File: src/rtl/sobel_frame_ctrl_pkg.sv
// cam_pkg: shared mode/state encodings and frame constants for the camera pipeline
package cam_pkg;
   localparam logic [1:0] MODE_CAM   = 2'd0;
   localparam logic [1:0] MODE_GRAY  = 2'd1;
   localparam logic [1:0] MODE_SOBEL = 2'd2;
   localparam int FRAME_W = 320;
   localparam int FRAME_H = 240;
   typedef enum logic [1:0] {ST_IDLE = 2'd0, ST_RUN = 2'd1, ST_DRAIN = 2'd2} state_t;
   function automatic logic [1:0] next_mode(input logic [1:0] m);
      return (m == MODE_SOBEL) ? MODE_CAM : m + 2'd1;
   endfunction
endpackage

File: src/rtl/sobel_frame_ctrl_debounce.sv
// btn_debounce: 2-flop synchronizer, stability counter and one-shot press pulse
module btn_debounce #(
   parameter int DEB_CYCLES = 250000
) (
   input  logic clk,
   input  logic rst,
   input  logic btn,
   output logic press
);
   localparam int CW = $clog2(DEB_CYCLES + 1);
   logic s1, s2, level;
   logic [CW-1:0] cnt;
   // accept a new level only after it has differed from the accepted one for DEB_CYCLES cycles
   always_ff @(posedge clk or posedge rst) begin
      if (rst) begin
         s1    <= 1'b0;
         s2    <= 1'b0;
         level <= 1'b0;
         press <= 1'b0;
         cnt   <= '0;
      end else begin
         s1    <= btn;
         s2    <= s1;
         press <= 1'b0;
         if (s2 == level) cnt <= '0;
         else if (cnt == CW'(DEB_CYCLES - 1)) begin
            cnt   <= '0;
            level <= s2;
            press <= s2;
         end else cnt <= cnt + CW'(1);
      end
   end
endmodule

File: src/rtl/sobel_frame_ctrl.sv
// sobel_frame_ctrl: button-driven shadow config applied at frame boundaries, Sobel enable/drain FSM
module sobel_frame_ctrl import cam_pkg::*; #(
   parameter int          DEB_CYCLES = 250000,
   parameter logic [10:0] THR_INIT   = 11'd100,
   parameter logic [10:0] THR_STEP   = 11'd16,
   parameter logic [10:0] THR_MAX    = 11'd1020,
   parameter int          DRAIN_LAT  = 8
) (
   input  logic        clk,
   input  logic        rst,
   input  logic        btn_up,
   input  logic        btn_down,
   input  logic        btn_mode,
   input  logic        vsync,
   input  logic        active_area,
   input  logic        sobel_ready,
   output logic        filter_enable,
   output logic [10:0] threshold,
   output logic [1:0]  out_sel,
   output logic [7:0]  frame_count,
   output logic        cfg_update
);
   localparam int DW = $clog2(DRAIN_LAT + 1);
   logic p_up, p_down, p_mode;
   logic vs_s1, vs_s2, vs_d, vs_rise;
   logic [10:0] shadow_thr, thr_up, thr_dn;
   logic [11:0] up_sum;
   logic [1:0] shadow_mode, target_mode;
   logic [DW-1:0] dcnt, dcnt_nx;
   state_t state;
   logic unused_active;

   btn_debounce #(.DEB_CYCLES(DEB_CYCLES)) u_up   (.clk(clk), .rst(rst), .btn(btn_up),   .press(p_up));
   btn_debounce #(.DEB_CYCLES(DEB_CYCLES)) u_down (.clk(clk), .rst(rst), .btn(btn_down), .press(p_down));
   btn_debounce #(.DEB_CYCLES(DEB_CYCLES)) u_mode (.clk(clk), .rst(rst), .btn(btn_mode), .press(p_mode));

   // the filter gates itself on active video, so the controller does not need it
   assign unused_active = active_area;
   assign vs_rise = vs_s2 & ~vs_d;
   assign up_sum  = {1'b0, shadow_thr} + {1'b0, THR_STEP};
   assign thr_up  = (up_sum > {1'b0, THR_MAX}) ? THR_MAX : up_sum[10:0];
   assign thr_dn  = (shadow_thr < THR_STEP) ? 11'd0 : shadow_thr - THR_STEP;
   assign dcnt_nx = sobel_ready ? '0 : dcnt + DW'(1);

   // synchronize vsync and keep one extra stage for edge detection
   always_ff @(posedge clk or posedge rst) begin
      if (rst) begin
         vs_s1 <= 1'b0;
         vs_s2 <= 1'b0;
         vs_d  <= 1'b0;
      end else begin
         vs_s1 <= vsync;
         vs_s2 <= vs_s1;
         vs_d  <= vs_s2;
      end
   end

   // shadow settings follow button presses; opposing up/down presses cancel
   always_ff @(posedge clk or posedge rst) begin
      if (rst) begin
         shadow_thr  <= THR_INIT;
         shadow_mode <= MODE_CAM;
      end else begin
         if (p_up && !p_down) shadow_thr <= thr_up;
         else if (p_down && !p_up) shadow_thr <= thr_dn;
         if (p_mode) shadow_mode <= next_mode(shadow_mode);
      end
   end

   // frame-boundary apply plus IDLE/RUN/DRAIN control of filter enable and output mux
   always_ff @(posedge clk or posedge rst) begin
      if (rst) begin
         state         <= ST_IDLE;
         filter_enable <= 1'b0;
         threshold     <= THR_INIT;
         out_sel       <= MODE_CAM;
         frame_count   <= 8'd0;
         cfg_update    <= 1'b0;
         target_mode   <= MODE_CAM;
         dcnt          <= '0;
      end else begin
         cfg_update <= 1'b0;
         if (vs_rise) begin
            frame_count <= frame_count + 8'd1;
            threshold   <= shadow_thr;
            cfg_update  <= (shadow_thr != threshold) || (state != ST_DRAIN && shadow_mode != out_sel);
         end
         case (state)
            ST_IDLE: if (vs_rise) begin
               if (shadow_mode == MODE_SOBEL) begin
                  state         <= ST_RUN;
                  filter_enable <= 1'b1;
                  out_sel       <= MODE_SOBEL;
               end else out_sel <= shadow_mode;
            end
            ST_RUN: if (vs_rise && shadow_mode != MODE_SOBEL) begin
               state         <= ST_DRAIN;
               filter_enable <= 1'b0;
               target_mode   <= shadow_mode;
               dcnt          <= '0;
            end
            ST_DRAIN: begin
               dcnt <= dcnt_nx;
               if (dcnt_nx == DW'(DRAIN_LAT)) begin
                  state   <= ST_IDLE;
                  out_sel <= target_mode;
                  dcnt    <= '0;
               end
            end
            default: state <= ST_IDLE;
         endcase
      end
   end
endmodule

File: config.mk
export PLATFORM = sky130hd
export DESIGN_NAME = sobel_frame_ctrl
export DESIGN_NICKNAME = d
export VERILOG_FILES = /design/src/rtl/sobel_frame_ctrl_pkg.sv /design/src/rtl/sobel_frame_ctrl_debounce.sv /design/src/rtl/sobel_frame_ctrl.sv
export SDC_FILE = /design/constraint.sdc
export NUM_CORES = 1
export LEC_CHECK = 0
export BUFFER_PORTS_ARGS = -buffer_cell sky130_fd_sc_hd__buf_2
export CAP_MARGIN = 10
export CORE_AREA = 8 8 130 132
export CTS_CLUSTER_SIZE = 8
export DETAILED_ROUTE_END_ITERATION = 10
export DIE_AREA = 0 0 138 140
export GPL_ROUTABILITY_DRIVEN = 0
export SLEW_MARGIN = 20
export SYNTH_ARGS = -nofsm -noshare
export SYNTH_HDL_FRONTEND = slang
export SYNTH_SLANG_ARGS = --single-unit
File: constraint.sdc
create_clock -name clk -period 4.45 [get_ports clk]
set_input_delay 0.89 -clock clk [delete_from_list [all_inputs] [get_ports clk]]
set_output_delay 0.89 -clock clk [all_outputs]
set_load 0.01 [all_outputs]
==> impl_results.md, run 1 <==
- Post-synthesis instance area: 5370 sq um
- Gr ovfl total: 0
- Tot GR Track Use: 0.113
- Relative slew slack: 0.385
- Initial Utilization: 0.361
- Sw Pwr: 463 uW
- Die area: 19,300 sq um
- Clock Power Share: 0.415
- Maximum vdd drop: 0.189 mV
- EDFF count, synth: 0
- # fillers: 1,456
- Vias/cell: 5.13
- Die X: 138 um
- CTS clk-pin slew, worst paths: 0.07 ns
- Site row count: 45
- Reg area: 2740 sq um
- Internal Pwr Total: 1.57 mW
- Main synth FF type: dfrtp_1
- # hold bufs at CTS: 0
- Multi-input logic area: 2470 sq um
- Cells after synthesis: 534
- Worst-margin pin slew: 0.919 ns
- Seq/Total Area, Yosys: 0.510
- Unrepaired setup endpoints after global routing: no
- Largest net degree at the start of global routing: 60
- Share of layout cells above drive strength 1: 0.124
- CTS sink count: 109
- IO Pins: 31
- Setup TNS: 0 ns
- Final period util: 0.488
- Clk Latency, worst-skew pair: 0.35 ns
- Sw Share: 0.228
- Clk_skew: 0.00599 ns
- First-pass GRT wire length: 18,300 um
- Endpoints failing hold: 0
- Vias in the first global route: 3,740
- Sequential share of power: 0.524
- PortBufs: 27
- Commonest cells post-synth: dfrtp_1 (103), nor2_1 (64), nand2_1 (50)
- CTS resizes: 0
- Pwr dens: 338 nW/um^2
- Clock tree root buffer cell: clkbuf_16
- Final setup violation count: 0
- Synth warnings: 0
- Routed Antenna Nets: 0
- Critical Path Source Type: flip-flop
- Pre-CTS WS: 2.28 ns
- Syn avg cell area: 10.0 sq um
- Final Util: 0.404
- DR WL/cell: 13.8 um
- Slew Viols, Final: 0
- Leak: 2.61 nW
- CTS HTree Levels: 3
- Most frequent cell after synthesis: dfrtp_1
- PnR worst setup slack: 2.28 ns
- Count of different cell masters after synthesis: 58
- Post CTS Setup Buffer Count: 0
- Clock buffer depth: 2
- Critical-path maximum fanout: 4
- Antenna violations before repair: 0
- Hold/Removal Path Class: reg2reg
- Min Tclk post-route: 2.17 ns
- Synth area leader: dfrtp_1
- Post-DP HPWL: 7330 um
- CTS tree: built
- Synth area leaders: dfrtp_1 (48%), xnor2_1 (7.8%), nor2_1 (4.5%)
- TritonCTS Buffers: 9
- WHS: 0.349 ns
- Crit path kind: reg2reg
- Status: finished clean
- Seq cells post-synth: 109
- DRC viols: 0
- CP required: 4.69 ns
- TritonRoute pass-1 iters: 4
- 1st-iter DRT viols: 314
- Async SR Flop Fraction: 1.00
- Die Height: 140 um
- Crit path DAT: 2.41 ns
- Max Cap Viol: 0
- Nets@finish: 574
- Detailed-route via count: 3,849
- Max frequency: 460 MHz
- Area grow syn2layout: 11.9%
- Antenna diode count: 0
- Top-area cell type share of the netlist area: 0.480
- WL final: 10,400 um
- Combinational share of power: 0.061
- Std-Cell Core Area: 14,900 sq um
- Kind of end point of the critical path: flip-flop
[through the flow]
step           instances  instance area (sq um)  power, mW
2_1_floorplan        535                   5370       1.15
3_3_place_gp         735                   5680       1.21
3_5_place_dp         735                   5680       1.21
4_1_cts              751                   6000       2.07
5_1_grt              751                   6000       2.13
6_report             751                   6000       2.03
[logic make-up (layout without fill, tap and decap cells)]
kind of cell	count (synthesis)	count (layout)	share of synthesized area
simple gates	239	239	0.230
flops	109	109	0.510
xor+xnor	66	66	0.108
compound gates	59	59	0.0779
buf+inv	40	68	0.0310
mux	12	12	0.0240
fa+ha+maj	8	8	0.0187
other cells	1	2	0.000699
[path summary, 6_finish.rpt]
path	startpoint	to	slack, ns	cells past startpoint
max	u_mode.cnt[13]	u_mode.level	2.28	4
max reg2reg	u_mode.cnt[13]	u_mode.level	2.28	4
max in group asynchronous	rst	threshold[5]	2.91	3
min in group asynchronous	rst	u_up.cnt[3]	0.66	2
min reg2reg	u_down.s1	u_down.s2	0.35	0
min	u_down.s1	u_down.s2	0.35	0
[state kept, by name (all words and copies together), names as in the netlist, 2 cells and up]
name / count
u_up.cnt: 18
u_mode.cnt: 18
frame_count: 8
dcnt: 4
u_down.cnt: 18
out_sel: 2
threshold: 9
shadow_mode: 2
shadow_thr: 9
target_mode: 2
state: 2
[area by class of cell]
cell class | count | share of cell area
Clock buffer | 14 | 0.0473
Clock inverter | 2 | 0.00646
Inverter | 22 | 0.0142
Multi-Input combinational cell | 386 | 0.411
Sequential cell | 109 | 0.456
Tap cell | 188 | 0.0392
Timing Repair Buffer | 30 | 0.0263
[worst max-delay path, cell delays in order, from the launching register on]
cell and delay [ns]:
dfrtp_1 0.42, or4b_1 0.53, or4_4 0.55, nor2_1 0.21, mux2_2 0.36
[power groups by stage]
stage | Sequential (mW) | Clock (mW) | Combinational, mW
2_1_floorplan | 1.08 | 0 | 0.0693
3_3_place_gp | 1.08 | 0 | 0.130
3_5_place_dp | 1.08 | 0 | 0.132
4_1_cts | 1.06 | 0.877 | 0.131
5_1_grt | 1.07 | 0.914 | 0.146
6_report | 1.06 | 0.842 | 0.125
[layer usage]
layer / track usage / vias to the layer above / routed length (um)
li1: - / 1911 / -
met1: 0.151 / 1860 / 5060
met2: 0.169 / 69 / 4650
met3: 0.0426 / 9 / 573
met4: 0.0280 / 0 / 106
met5: 0 / - / 0
[cell usage in the layout (no fill, tap or decap), drive strengths merged, types with 14 or more instances in the layout]
cell	instances
nor4	17
clkbuf	14
xnor2	48
nand4	19
o21ai	16
a21oi	16
dfrtp	103
buf	30
nand3	24
nor2	64
nor3	15
xor2	18
inv	22
nand2	50
Note: power is estimated with default switching activity, not from simulation.
==> run 2, diff against run 1 <==
clock period = 2 ns   (was 4.45 ns; I/O delays follow)
==> run 2 against run 1 <==
  * Count of clock-buffer cells in the layout down 5
  * Core utilization up 2.2 points
  * Combinational power up 130%
  * Wire length up 5.0%
  * Die area unchanged
  * Cell count up 5.1%
  * Highest routed layer unchanged
  * Critical path depth unchanged
  * Worst setup slack worse by 2.3 ns
  * Register-to-register slack worse by 2.3 ns
  * Flip-flop and latch count unchanged
  * Via count up 3.3%
  * Maximum frequency up 9.2%
==> impl_results.md, run 2 (same netlist as run 1, synthesis figures left out) <==
- Critical Path Source Type: flip-flop (unchanged)
- CTS HTree Levels: 3 (unchanged)
- Buf/Inv on CP: 0 (unchanged)
- Biggest regs: u_down.cnt (18), u_mode.cnt (18), u_up.cnt (18) (unchanged)
- Crit path DAT: 2.23 ns (was 2.41 ns)
- PnR worst setup slack: 0.0104 ns (was 2.28 ns)
- Post-DP HPWL: 7980 um (was 7330 um)
- Clock tree root buffer cell: clkbuf_16 (unchanged)
- Antenna violations before repair: 0 (unchanged)
- Area grow syn2layout: 18.1% (was 11.9%)
- Nets@finish: 612 (was 574)
- Vias/cell: 5.04 (was 5.13)
- Crit path kind: reg2reg (unchanged)
- Share of layout cells above drive strength 1: 0.188 (was 0.124)
- Sw Pwr: 1.08 mW (was 463 uW)
- Unrepaired setup endpoints after global routing: yes (was no)
- Worst-margin pin slew: 0.552 ns (was 0.919 ns)
- Detailed-route via count: 3,976 (was 3,849)
- Site row count: 45 (unchanged)
- Slowest-stage cell, CP: or4_4 (unchanged)
- Final Util: 0.426 (was 0.404)
- Die X: 138 um (unchanged)
- Hold/Removal Path Class: in2async (was reg2reg)
- Worst-path cell chain: or4b_1 > or4_4 > nor2_4 > mux2_4 (was or4b_1 > or4_4 > nor2_1 > mux2_2)
- Die area: 19,300 sq um (unchanged)
- TritonCTS Buffers: 9 (unchanged)
- Endpoints failing hold: 0 (unchanged)
- Reg area: 2740 sq um (unchanged)
- Kind of end point of the critical path: flip-flop (unchanged)
- PortBufs: 27 (unchanged)
- CTS tree: built (unchanged)
- Tot GR Track Use: 0.119 (was 0.113)
- Die Height: 140 um (unchanged)
- CTS clk-pin slew, worst paths: 0.07 ns (about the same)
- CTS sink count: 109 (unchanged)
- # fillers: 1,426 (was 1,456)
- CP required: 2.24 ns (was 4.69 ns)
- Sequential share of power: 0.520 (was 0.524)
- Pre-CTS WS: -0.0429 ns (was 2.28 ns)
- Slew Viols, Final: 0 (unchanged)
- Setup TNS: 0 ns (unchanged)
- Gr ovfl total: 0 (unchanged)
- Clk_skew: 0.00880 ns (was 0.00599 ns)
- Max Cap Viol: 0 (unchanged)
- WL final: 10,900 um (was 10,400 um)
- WHS: 0.0777 ns (was 0.349 ns)
- DRC viols: 0 (unchanged)
- DR WL/cell: 13.8 um (about the same)
- Largest net degree at the start of global routing: 40 (was 60)
- TritonRoute pass-1 iters: 4 (unchanged)
- Antenna diode count: 0 (unchanged)
- Clk Latency, worst-skew pair: 0.35 ns (about the same)
- Leak: 2.79 nW (was 2.61 nW)
- Pwr dens: 723 nW/um^2 (was 338 nW/um^2)
- Vias in the first global route: 4,058 (was 3,740)
- CP peak stage delay: 0.57 ns (was 0.55 ns)
- Final period util: 0.995 (was 0.488)
- Routed Antenna Nets: 0 (unchanged)
- Maximum vdd drop: 0.423 mV (was 0.189 mV)
- Max frequency: 503 MHz (was 460 MHz)
- Critical-path maximum fanout: 2 (was 4)
- Initial Utilization: 0.361 (unchanged)
- Combinational share of power: 0.063 (was 0.061)
- Std-Cell Core Area: 14,900 sq um (unchanged)
- 1st-iter DRT viols: 225 (was 314)
- Status: finished clean (unchanged)
- Final setup violation count: 0 (unchanged)
- Commonest non-fill, non-tap cell in the layout: dfrtp_1 (unchanged)
- Sw Share: 0.237 (was 0.228)
- Min Tclk post-route: 1.99 ns (was 2.17 ns)
- First-pass GRT wire length: 19,400 um (was 18,300 um)
- Multi-input logic area: 2490 sq um (was 2470 sq um)
- Internal Pwr Total: 3.50 mW (was 1.57 mW)
- IO Pins: 31 (unchanged)
- Relative slew slack: 0.628 (was 0.385)
- Crit-path leading delay family: simple AND/OR/NAND/NOR gates (unchanged)
- Commonest cells after routing, fill and taps aside: dfrtp_1 (103), nor2_1 (63), nand2_1 (50), xnor2_1 (48), buf_4 (38) (was dfrtp_1 (103), nor2_1 (64), nand2_1 (50), xnor2_1 (48), buf_2 (27))
- Clock buffer depth: 2 (unchanged)
- Clock Power Share: 0.417 (was 0.415)
-- run 2: cell count changes in the layout (fill, tap and decap cells not counted), sizes merged --
cell,previous run,this run
buf,30,68
bufinv,1,2
clkbuf,14,9
clkinv,1,0
clkinvlp,0,5
-- run 2: what timing repair did --
item | in CTS | in global routing
endpoints found under the hold margin | 0 | 0
endpoints found under the setup margin | 1 | 18
gates resized for setup | 2 | 6
pin swaps | 3 | 4
cloned | 0 | 0
buffers inserted | 1 | 0
hold buffers | 0 | 0
-- run 2: worst reg2reg max path, delay by kind of cell (launching register included) --
family	cells	cell delay (ns)
and+or+nand+nor	3	1.22
muxes	1	0.30
DFF	1	0.37
-- run 2: cell type report --
type                            count  share of cell area
Multi-Input combinational cell    386               0.393
Clock buffer                        9              0.0355
Inverter                           22              0.0136
Sequential cell                   109               0.432
Clock inverter                      7              0.0156
Timing Repair Buffer               68              0.0731
Tap cell                          188              0.0371
-- run 2: layer usage --
metal  up-vias  part of all wire  global-route usage
met5         -                 0                   0
met4         0            0.0052              0.0297
met3         6             0.038              0.0382
met2        51              0.44               0.184
met1      1932              0.51               0.158
li1       1987                 -                   -
-- run 2: final timing paths --
path / start / endpoint / slack, ns / cells after the start
setup / recovery: u_mode.cnt[6] / u_mode.level / 0.01 / 4
hold / removal: rst / frame_count[4] / 0.08 / 2
setup reg to reg: u_mode.cnt[6] / u_mode.level / 0.01 / 4
hold reg to reg: u_mode.s1 / u_mode.s2 / 0.34 / 0
max in group asynchronous: rst / vs_d / 1.26 / 3
min in group clk: vsync / vs_s1 / 0.16 / 1
-- run 2: per-stage QoR --
step,cells,instance area [sq um],power [mW]
floorplan,535,5380,2.56
global placement,772,5980,2.70
detailed placement,772,5980,2.72
CTS,789,6320,4.66
global route,789,6340,4.81
finish,789,6340,4.58
-- run 2: power groups by stage --
stage / sequential (mW) / clock (mW) / combinational (mW)
floorplan: 2.41 / 0 / 0.155
global placement: 2.42 / 0 / 0.285
detailed placement: 2.42 / 0 / 0.295
CTS: 2.38 / 1.99 / 0.296
global route: 2.39 / 2.09 / 0.328
finish: 2.38 / 1.91 / 0.288
